<file path="src/rtl/uid_restore_if.sv">
// Handshake bundle between the unique-ID allocator / slave response path and uid_restore.
interface uid_restore_if #(
  parameter int ID_WIDTH        = 4,
  parameter int MAX_OUTSTANDING = 16
);
  localparam int IDX_W = $clog2(MAX_OUTSTANDING);
  localparam int UID_W = 2 * IDX_W;

  logic                alloc_valid;
  logic                alloc_ready;
  logic [UID_W-1:0]    alloc_uid;
  logic [ID_WIDTH-1:0] alloc_id;

  logic                rsp_in_valid;
  logic                rsp_in_ready;
  logic [UID_W-1:0]    rsp_in_uid;
  logic                rsp_in_last;

  logic                rsp_out_valid;
  logic                rsp_out_ready;
  logic [ID_WIDTH-1:0] rsp_out_id;
  logic                rsp_out_last;

  logic                release_valid;
  logic [IDX_W-1:0]    release_row;

  modport slave (
    input  alloc_valid, alloc_uid, alloc_id,
    output alloc_ready,
    input  rsp_in_valid, rsp_in_uid, rsp_in_last,
    output rsp_in_ready,
    output rsp_out_valid, rsp_out_id, rsp_out_last,
    input  rsp_out_ready,
    output release_valid, release_row
  );

  modport master (
    output alloc_valid, alloc_uid, alloc_id,
    input  alloc_ready,
    output rsp_in_valid, rsp_in_uid, rsp_in_last,
    input  rsp_in_ready,
    input  rsp_out_valid, rsp_out_id, rsp_out_last,
    output rsp_out_ready,
    input  release_valid, release_row
  );
endinterface

</file>
<file path="src/rtl/uid_restore.sv">
// Restores original AXI IDs on R/B responses tagged with {row,col} unique IDs,
// frees entries on last beats and reports rows that become empty.
module uid_restore #(
  parameter int ID_WIDTH        = 4,
  parameter int MAX_OUTSTANDING = 16
) (
  input  logic                       clk,
  input  logic                       rst,
  uid_restore_if.slave               bus,
  output logic [MAX_OUTSTANDING-1:0] row_busy,
  output logic                       err_unknown,
  output logic                       err_id_mismatch
);
  localparam int N     = MAX_OUTSTANDING;
  localparam int IDX_W = $clog2(N);
  localparam int UID_W = 2 * IDX_W;

  logic [N-1:0]        busy_q   [N];
  logic [N-1:0]        busy_d   [N];
  logic [IDX_W:0]      cnt_q    [N];
  logic [IDX_W:0]      cnt_d    [N];
  logic [ID_WIDTH-1:0] row_id_q [N];

  logic [IDX_W-1:0]    a_row, a_col, r_row, r_col;
  logic                a_busy, a_conflict, alloc_fire;
  logic                r_busy, rsp_fire, free_fire, last_free;

  logic                vld_p1;
  logic [ID_WIDTH-1:0] id_p1;
  logic                last_p1;
  logic                rel_vld_p1;
  logic [IDX_W-1:0]    rel_row_p1;

  assign a_row = bus.alloc_uid[UID_W-1:IDX_W];
  assign a_col = bus.alloc_uid[IDX_W-1:0];
  assign r_row = bus.rsp_in_uid[UID_W-1:IDX_W];
  assign r_col = bus.rsp_in_uid[IDX_W-1:0];

  assign a_busy          = busy_q[a_row][a_col];
  assign a_conflict      = (cnt_q[a_row] != '0) && (row_id_q[a_row] != bus.alloc_id);
  assign bus.alloc_ready = !rst && !a_busy && !a_conflict;
  assign alloc_fire      = bus.alloc_valid && bus.alloc_ready;

  assign r_busy           = busy_q[r_row][r_col];
  assign bus.rsp_in_ready = !rst && (!vld_p1 || bus.rsp_out_ready);
  assign rsp_fire         = bus.rsp_in_valid && bus.rsp_in_ready;
  assign free_fire        = rsp_fire && bus.rsp_in_last && r_busy;
  // A row empties only when its single entry is freed and nothing lands in it this cycle.
  assign last_free        = free_fire && (cnt_q[r_row] == (IDX_W+1)'(1)) &&
                            !(alloc_fire && (a_row == r_row));

  always_comb begin
    for (int r = 0; r < N; r++) begin
      busy_d[r] = busy_q[r];
      cnt_d[r]  = cnt_q[r];
      if (alloc_fire && (a_row == IDX_W'(r))) begin
        busy_d[r][a_col] = 1'b1;
        cnt_d[r]         = cnt_d[r] + 1'b1;
      end
      if (free_fire && (r_row == IDX_W'(r))) begin
        busy_d[r][r_col] = 1'b0;
        cnt_d[r]         = cnt_d[r] - 1'b1;
      end
    end
  end

  always_comb begin
    row_busy = '0;
    for (int r = 0; r < N; r++) begin
      row_busy[r] = (cnt_q[r] != '0);
    end
  end

  // Stage p0 -> p1: entry table update and registered response / release outputs
  always_ff @(posedge clk) begin
    if (rst) begin
      for (int r = 0; r < N; r++) begin
        busy_q[r]   <= '0;
        cnt_q[r]    <= '0;
        row_id_q[r] <= '0;
      end
      err_unknown     <= 1'b0;
      err_id_mismatch <= 1'b0;
      vld_p1          <= 1'b0;
      id_p1           <= '0;
      last_p1         <= 1'b0;
      rel_vld_p1      <= 1'b0;
      rel_row_p1      <= '0;
    end else begin
      for (int r = 0; r < N; r++) begin
        busy_q[r] <= busy_d[r];
        cnt_q[r]  <= cnt_d[r];
      end
      if (alloc_fire && (cnt_q[a_row] == '0)) begin
        row_id_q[a_row] <= bus.alloc_id;
      end
      if (bus.alloc_valid && a_conflict) begin
        err_id_mismatch <= 1'b1;
      end
      if (rsp_fire && !r_busy) begin
        err_unknown <= 1'b1;
      end
      if (rsp_fire) begin
        vld_p1  <= 1'b1;
        id_p1   <= row_id_q[r_row];
        last_p1 <= bus.rsp_in_last;
      end else if (bus.rsp_out_ready) begin
        vld_p1  <= 1'b0;
      end
      rel_vld_p1 <= last_free;
      if (last_free) begin
        rel_row_p1 <= r_row;
      end
    end
  end

  assign bus.rsp_out_valid = vld_p1;
  assign bus.rsp_out_id    = id_p1;
  assign bus.rsp_out_last  = last_p1;
  assign bus.release_valid = rel_vld_p1;
  assign bus.release_row   = rel_row_p1;
endmodule
</file>
<file path="src/flat_wrapper.sv">
// flat-port wrapper written by rule: the top's interface ports become plain ports
module uid_restore_flat 
#(
  parameter int ID_WIDTH        = 4,
  parameter int MAX_OUTSTANDING = 16
)
  (clk, rst, row_busy, err_unknown, err_id_mismatch, bus_alloc_valid, bus_alloc_uid, bus_alloc_id, bus_alloc_ready, bus_rsp_in_valid, bus_rsp_in_uid, bus_rsp_in_last, bus_rsp_in_ready, bus_rsp_out_valid, bus_rsp_out_id, bus_rsp_out_last, bus_rsp_out_ready, bus_release_valid, bus_release_row);
  uid_restore_if #(.ID_WIDTH(ID_WIDTH), .MAX_OUTSTANDING(MAX_OUTSTANDING)) bus_i ();
  input  logic clk;
  input  logic rst;
  output logic [MAX_OUTSTANDING-1:0] row_busy;
  output logic err_unknown;
  output logic err_id_mismatch;
  input wire logic [$bits(bus_i.alloc_valid)-1:0] bus_alloc_valid;
  input wire logic [$bits(bus_i.alloc_uid)-1:0] bus_alloc_uid;
  input wire logic [$bits(bus_i.alloc_id)-1:0] bus_alloc_id;
  output wire logic [$bits(bus_i.alloc_ready)-1:0] bus_alloc_ready;
  input wire logic [$bits(bus_i.rsp_in_valid)-1:0] bus_rsp_in_valid;
  input wire logic [$bits(bus_i.rsp_in_uid)-1:0] bus_rsp_in_uid;
  input wire logic [$bits(bus_i.rsp_in_last)-1:0] bus_rsp_in_last;
  output wire logic [$bits(bus_i.rsp_in_ready)-1:0] bus_rsp_in_ready;
  output wire logic [$bits(bus_i.rsp_out_valid)-1:0] bus_rsp_out_valid;
  output wire logic [$bits(bus_i.rsp_out_id)-1:0] bus_rsp_out_id;
  output wire logic [$bits(bus_i.rsp_out_last)-1:0] bus_rsp_out_last;
  input wire logic [$bits(bus_i.rsp_out_ready)-1:0] bus_rsp_out_ready;
  output wire logic [$bits(bus_i.release_valid)-1:0] bus_release_valid;
  output wire logic [$bits(bus_i.release_row)-1:0] bus_release_row;
  assign bus_i.alloc_valid = bus_alloc_valid;
  assign bus_i.alloc_uid = bus_alloc_uid;
  assign bus_i.alloc_id = bus_alloc_id;
  assign bus_alloc_ready = bus_i.alloc_ready;
  assign bus_i.rsp_in_valid = bus_rsp_in_valid;
  assign bus_i.rsp_in_uid = bus_rsp_in_uid;
  assign bus_i.rsp_in_last = bus_rsp_in_last;
  assign bus_rsp_in_ready = bus_i.rsp_in_ready;
  assign bus_rsp_out_valid = bus_i.rsp_out_valid;
  assign bus_rsp_out_id = bus_i.rsp_out_id;
  assign bus_rsp_out_last = bus_i.rsp_out_last;
  assign bus_i.rsp_out_ready = bus_rsp_out_ready;
  assign bus_release_valid = bus_i.release_valid;
  assign bus_release_row = bus_i.release_row;
  uid_restore #(.ID_WIDTH(ID_WIDTH), .MAX_OUTSTANDING(MAX_OUTSTANDING)) u_core (.clk(clk), .rst(rst), .bus(bus_i), .row_busy(row_busy), .err_unknown(err_unknown), .err_id_mismatch(err_id_mismatch));
endmodule
</file>
<file path="config.mk">
export PLATFORM = sky130hd
export DESIGN_NAME = uid_restore_flat
export DESIGN_NICKNAME = d
export VERILOG_FILES = /design/src/rtl/uid_restore_if.sv /design/src/rtl/uid_restore.sv /design/src/flat_wrapper.sv
export SDC_FILE = /design/constraint.sdc
export NUM_CORES = 1
export LEC_CHECK = 0
export ABC_AREA = 1
export CAP_MARGIN = 10
export CORE_ASPECT_RATIO = 1.1
export CORE_MARGIN = 2
export CORE_UTILIZATION = 50
export CTS_BUF_LIST = sky130_fd_sc_hd__clkbuf_8
export CTS_CLUSTER_DIAMETER = 200
export DETAILED_ROUTE_END_ITERATION = 10
export PLACE_DENSITY = 0.69
export SLEW_MARGIN = 20
export SYNTH_ARGS = -nofsm -noshare
export SYNTH_HDL_FRONTEND = slang
export SYNTH_SLANG_ARGS = --single-unit
</file>
<file path="constraint.sdc">
create_clock -name clk -period 2.7 [get_ports clk]
set_input_delay 0.27 -clock clk [delete_from_list [all_inputs] [get_ports clk]]
set_output_delay 0.27 -clock clk [all_outputs]
set_load 0.01 [all_outputs]
</file>
==> PnR_summary.wiki <==
{| class="wikitable"
! Metric !! Value
|-
| Status || finished with violations
|-
| Violated checks || negative setup slack
|-
| Reg2Reg Launch Point || u_core.busy_q[1][9]
|-
| Number of different library cells in the post-synthesis netlist || 46
|-
| Type of destination of the critical path || flop
|-
| Vias in the first global route || 27.9k
|-
| Peak Freq || 0.322 GHz
|-
| Die Outline Area || 0.0519 mm^2
|-
| Starting density of the core || 50.3%
|-
| Die width || 217 um
|-
| Worst-path cell chain || nand2_1, nand2_1, nand2_1, nand2_1, nand2_1, nand2_1, nor2_4, nor2_1, nor2_1, nand2_2, a21oi_4, nand2_2, nor2_4, buf_12, buf_8, buf_8, nand3_4, nand2_2, nand2_2, inv_2, ha_4, nand3_4, and2_4, o21a_1
|-
| Met2 Usage GRT || 60.9%
|-
| Cell area power density || 398 mW/mm^2
|-
| Wire length per cell after detailed routing || 21.0 um
|-
| Cell seen most often among critical-path stages || nand2_1
|-
| Fin Clk Skew || 0.0373 ns
|-
| Final Instance Area || 0.0352 mm^2
|-
| Layout Area Growth over Synthesis || 40.5%
|-
| Post-layout total power || 0.0140 W
|-
| Count of mapped cells out of synthesis || 3874
|-
| Pin count of the biggest net entering global routing || 169
|-
| Buffer cell driving the clock tree root || clkbuf_8
|-
| Final Max Slew Viols || 0
|-
| Worst Path Required || 3.25 ns
|-
| Delay of the slowest critical-path stage || 0.32 ns
|-
| Most instantiated cells after synthesis || 1226 x nand2_1, 536 x nor2_1, 349 x dfxtp_1, 339 x a21oi_1, 327 x o21ai_0
|-
| Initial antenna violation count || 4
|-
| Number of DRC violations after detailed-routing iteration 0 || 4136
|-
| Leading area contributor after synthesis || dfxtp_1
|-
| Detail Route Antenna Nets || 0
|-
| Library cell with the highest instance count after synthesis || nand2_1
|-
| Share of the yosys chip area belonging to registers || 35.6%
|-
| Setup repair after global routing missed its margin || true
|-
| Proportion of layout cells with a drive suffix above 1 || 25.4%
|-
| Kind of cell adding the most delay to the critical path || simple AND/OR/NAND/NOR gates
|-
| Final setup violation count || 422
|-
| R2r worst-path depth || 24
|-
| Reg2Reg Setup Slack || -0.41 ns
|-
| Total cell area at the placement stage || 0.0314 mm^2
|-
| Global routing met1 resource utilization || 49.5%
|-
| Leakage component of the power || 15.6 nW
|-
| Post-Synthesis Mean Instance Area || 6.47 um^2
|-
| Post-synth ARST share || 0%
|-
| Port-buffer cells || 56
|-
| Aggregate global routing overflow || 0
|-
| Clock period minus final worst setup slack || 3.11 ns
|-
| Hold crit path type || in -> reg
|-
| Max Buffers Root-to-Sink || 3
|-
| Instance count on the critical path || 24
|-
| Remaining max-slew budget at the tightest pin || 45.8%
|-
| Global placement routability congestion || 0.979
|-
| Post-Synthesis Net Count || 3948
|-
| Clock transition time at the flip-flop clock pins of the worst setup and hold paths || 0.06 ns
|-
| First-pass DRT Iterations || 6
|-
| Gr usage total || 40.1%
|-
| Number of rows created at floorplan || 86
|-
| Netlist Area Pre-Place || 0.0251 mm^2
|-
| Via density || 5.90
|-
| Nets || 4566
|-
| Count of yosys warnings during synthesis || 0
|-
| GRT met3 Usage || 10.3%
|-
| Critical path buffer and inverter count || 4
|-
| Post-synth EDFFs || 64
|-
| Crit path max fanout || 8
|-
| Start point of the critical path || u_core.busy_q[1][9]
|-
| Worst setup path endpoint || u_core.cnt_q[4][2]
|-
| Top cell type's share of synthesized area || 27.9%
|-
| Worst setup SP type || flop
|-
| Final Hold Vio Count || 0
|-
| Startpoint-to-endpoint class of the critical path || reg -> reg
|-
| Overall routed net length || 109 mm
|-
| I/O pin count || 57
|-
| H-tree depth || 3
|-
| Transition at the pin with the smallest max-transition slack || 0.813 ns
|-
| CTS tree || built
|-
| Source-to-sink clock delay at the later pin of the worst-skew pair || 0.68 ns
|-
| Dominant cells by area after synthesis || dfxtp_1 28%, nand2_1 18%, nor2_1 8.0%, edfxtp_1 7.7%, a21oi_1 6.8%
|-
| First-pass GRT wire length || 160 mm
|-
| Placed wire-length estimate || 68.8 mm
|-
| Gr busiest metal || met2
|-
| Number of flip-flops and latches in the synthesized netlist || 413
|-
| Leading register cell type out of synthesis || dfxtp_1
|-
| Critical Path AT || 3.66 ns
|-
| Worst voltage drop across the vdd grid || 0.454 mV
|-
| Number of buffers created by CTS || 72
|-
| Total vias in the final route || 30.8k
|-
| Post-route DRC violation count || 0
|-
| Maximum capacitance violations || 0
|-
| Max stage delay cell, worst path || dfxtp_1
|-
| Height of the die || 239 um
|-
| Share of the clock period used by the worst path || 115%
|-
| CORE AREA || 0.0498 mm^2
|-
| Cell depth of the worst hold path || 3
|-
| Capture point of the worst reg-to-reg path || u_core.cnt_q[4][2]
|-
| Smallest setup slack after layout || -0.410 ns
|-
| Number of sinks handled by clock tree synthesis || 413
|}
[flip-flops by register name (all words and copies together) (netlist names)]
| name | flops |
|---|---|
| u_core.bus.rsp_out_valid | 1 |
| u_core.bus.rsp_out_last | 1 |
| u_core.bus.release_valid | 1 |
| u_core.bus.rsp_out_id | 4 |
| u_core.bus.release_row | 4 |
| u_core.cnt_q | 80 |
| u_core.err_id_mismatch | 1 |
| u_core.err_unknown | 1 |
| u_core.row_id_q | 64 |
| u_core.busy_q | 256 |
[area by class of cell]
class	instances	area, um^2
Multi-Input combinational cell	3020	15600
Clock inverter	38	189
Antenna cell	10	25.0
Clock buffer	90	1240
Inverter	215	887
Tap cell	660	826
Sequential cell	413	8910
Fill cell	4015	14600
Timing Repair Buffer	770	7530
[where the power goes]
part | internal [W] | switching, W | leakage (nW)
clock network | 0.00309 | 0.00281 | 0.822
logic | 0.000677 | 0.00111 | 11.3
registers | 0.00629 | 0.0000329 | 3.47
[per-stage QoR]
stage                     std cells  hold WS, ns  worst slack (ns)  setup TNS [ns]  utilization, %
after detailed placement       5007        0.447             -1.31         -486.60            63.0
final                          5216        0.112            -0.410          -41.35            70.7
after global routing           5209        0.141            -0.614         -111.97            70.6
after global placement         5007        0.444             -1.31         -481.17            63.0
after floorplan                3874        0.387           -0.0296          -0.281               -
after CTS                      5187       0.0675            -0.195           -5.94            68.4
[what timing repair did]
action / CTS / global route
setup buffers: 46 / 29
pin swaps: 61 / 92
hold endpoints to repair: 0 / 2
gates resized for setup: 193 / 250
cloned: 10 / 2
setup endpoints to repair: 466 / 470
hold buffers: 0 / 2
[layer usage]
| metal | wire (um) | vias up |
|---|---|---|
| li1 | - | 14100 |
| met1 | 40300 | 14100 |
| met2 | 47500 | 2037 |
| met3 | 13300 | 568 |
| met4 | 8460 | 0 |
| met5 | 0 | - |
[kinds of logic (layout without fill, tap and decap cells)]
family	Yosys count	count (layout)	synth area share, %
and+or+nand+nor	2060	2060	34.0
AOI/OAI and AO/OA	865	865	18.9
buffers and inverters	441	1113	7.52
DFF	413	413	35.6
adders and majority gates	48	48	2.40
xor gates and xnor gates	47	47	1.64
other	0	10	0
[placed cells by master, fill, tap and decap left out, types with 59 or more instances in the layout]
cell	synthesis	layout
nand2_1	1226	1146
buf_4	13	570
nor2_1	536	462
dfxtp_1	349	347
a21oi_1	339	323
o21ai_0	327	304
inv_1	186	193
nand4_1	109	109
buf_12	0	99
nand3_1	130	97
clkbuf_8	0	90
a22oi_1	74	67
edfxtp_1	64	64
o21ai_1	46	59
[worst min-delay path by stage]
stage	startpoint	end
5_1_grt	rst	u_core.cnt_q[13][2]
3_3_place_gp	u_core.err_id_mismatch	u_core.err_id_mismatch
6_report	bus_rsp_in_uid[5]	u_core.bus.release_row[1]
4_1_cts	bus_rsp_in_uid[5]	u_core.bus.release_row[1]
2_1_floorplan	bus_rsp_in_valid	u_core.bus.rsp_out_valid
3_5_place_dp	u_core.err_id_mismatch	u_core.err_id_mismatch
[worst reg2reg max path: stages, from the launching register on]
cell and delay (ns):
dfxtp_1 0.32, nand2_1 0.06, nand2_1 0.06, nand2_1 0.06
nand2_1 0.06, nand2_1 0.06, nand2_1 0.09, nor2_4 0.16
nor2_1 0.06, nor2_1 0.14, nand2_2 0.12, a21oi_4 0.20
nand2_2 0.09, nor2_4 0.15, buf_12 0.17, buf_8 0.12
buf_8 0.13, nand3_4 0.15, nand2_2 0.12, nand2_2 0.07
inv_2 0.08, ha_4 0.14, nand3_4 0.09, and2_4 0.15
o21a_1 0.16
(Power assumes the default switching activity.)
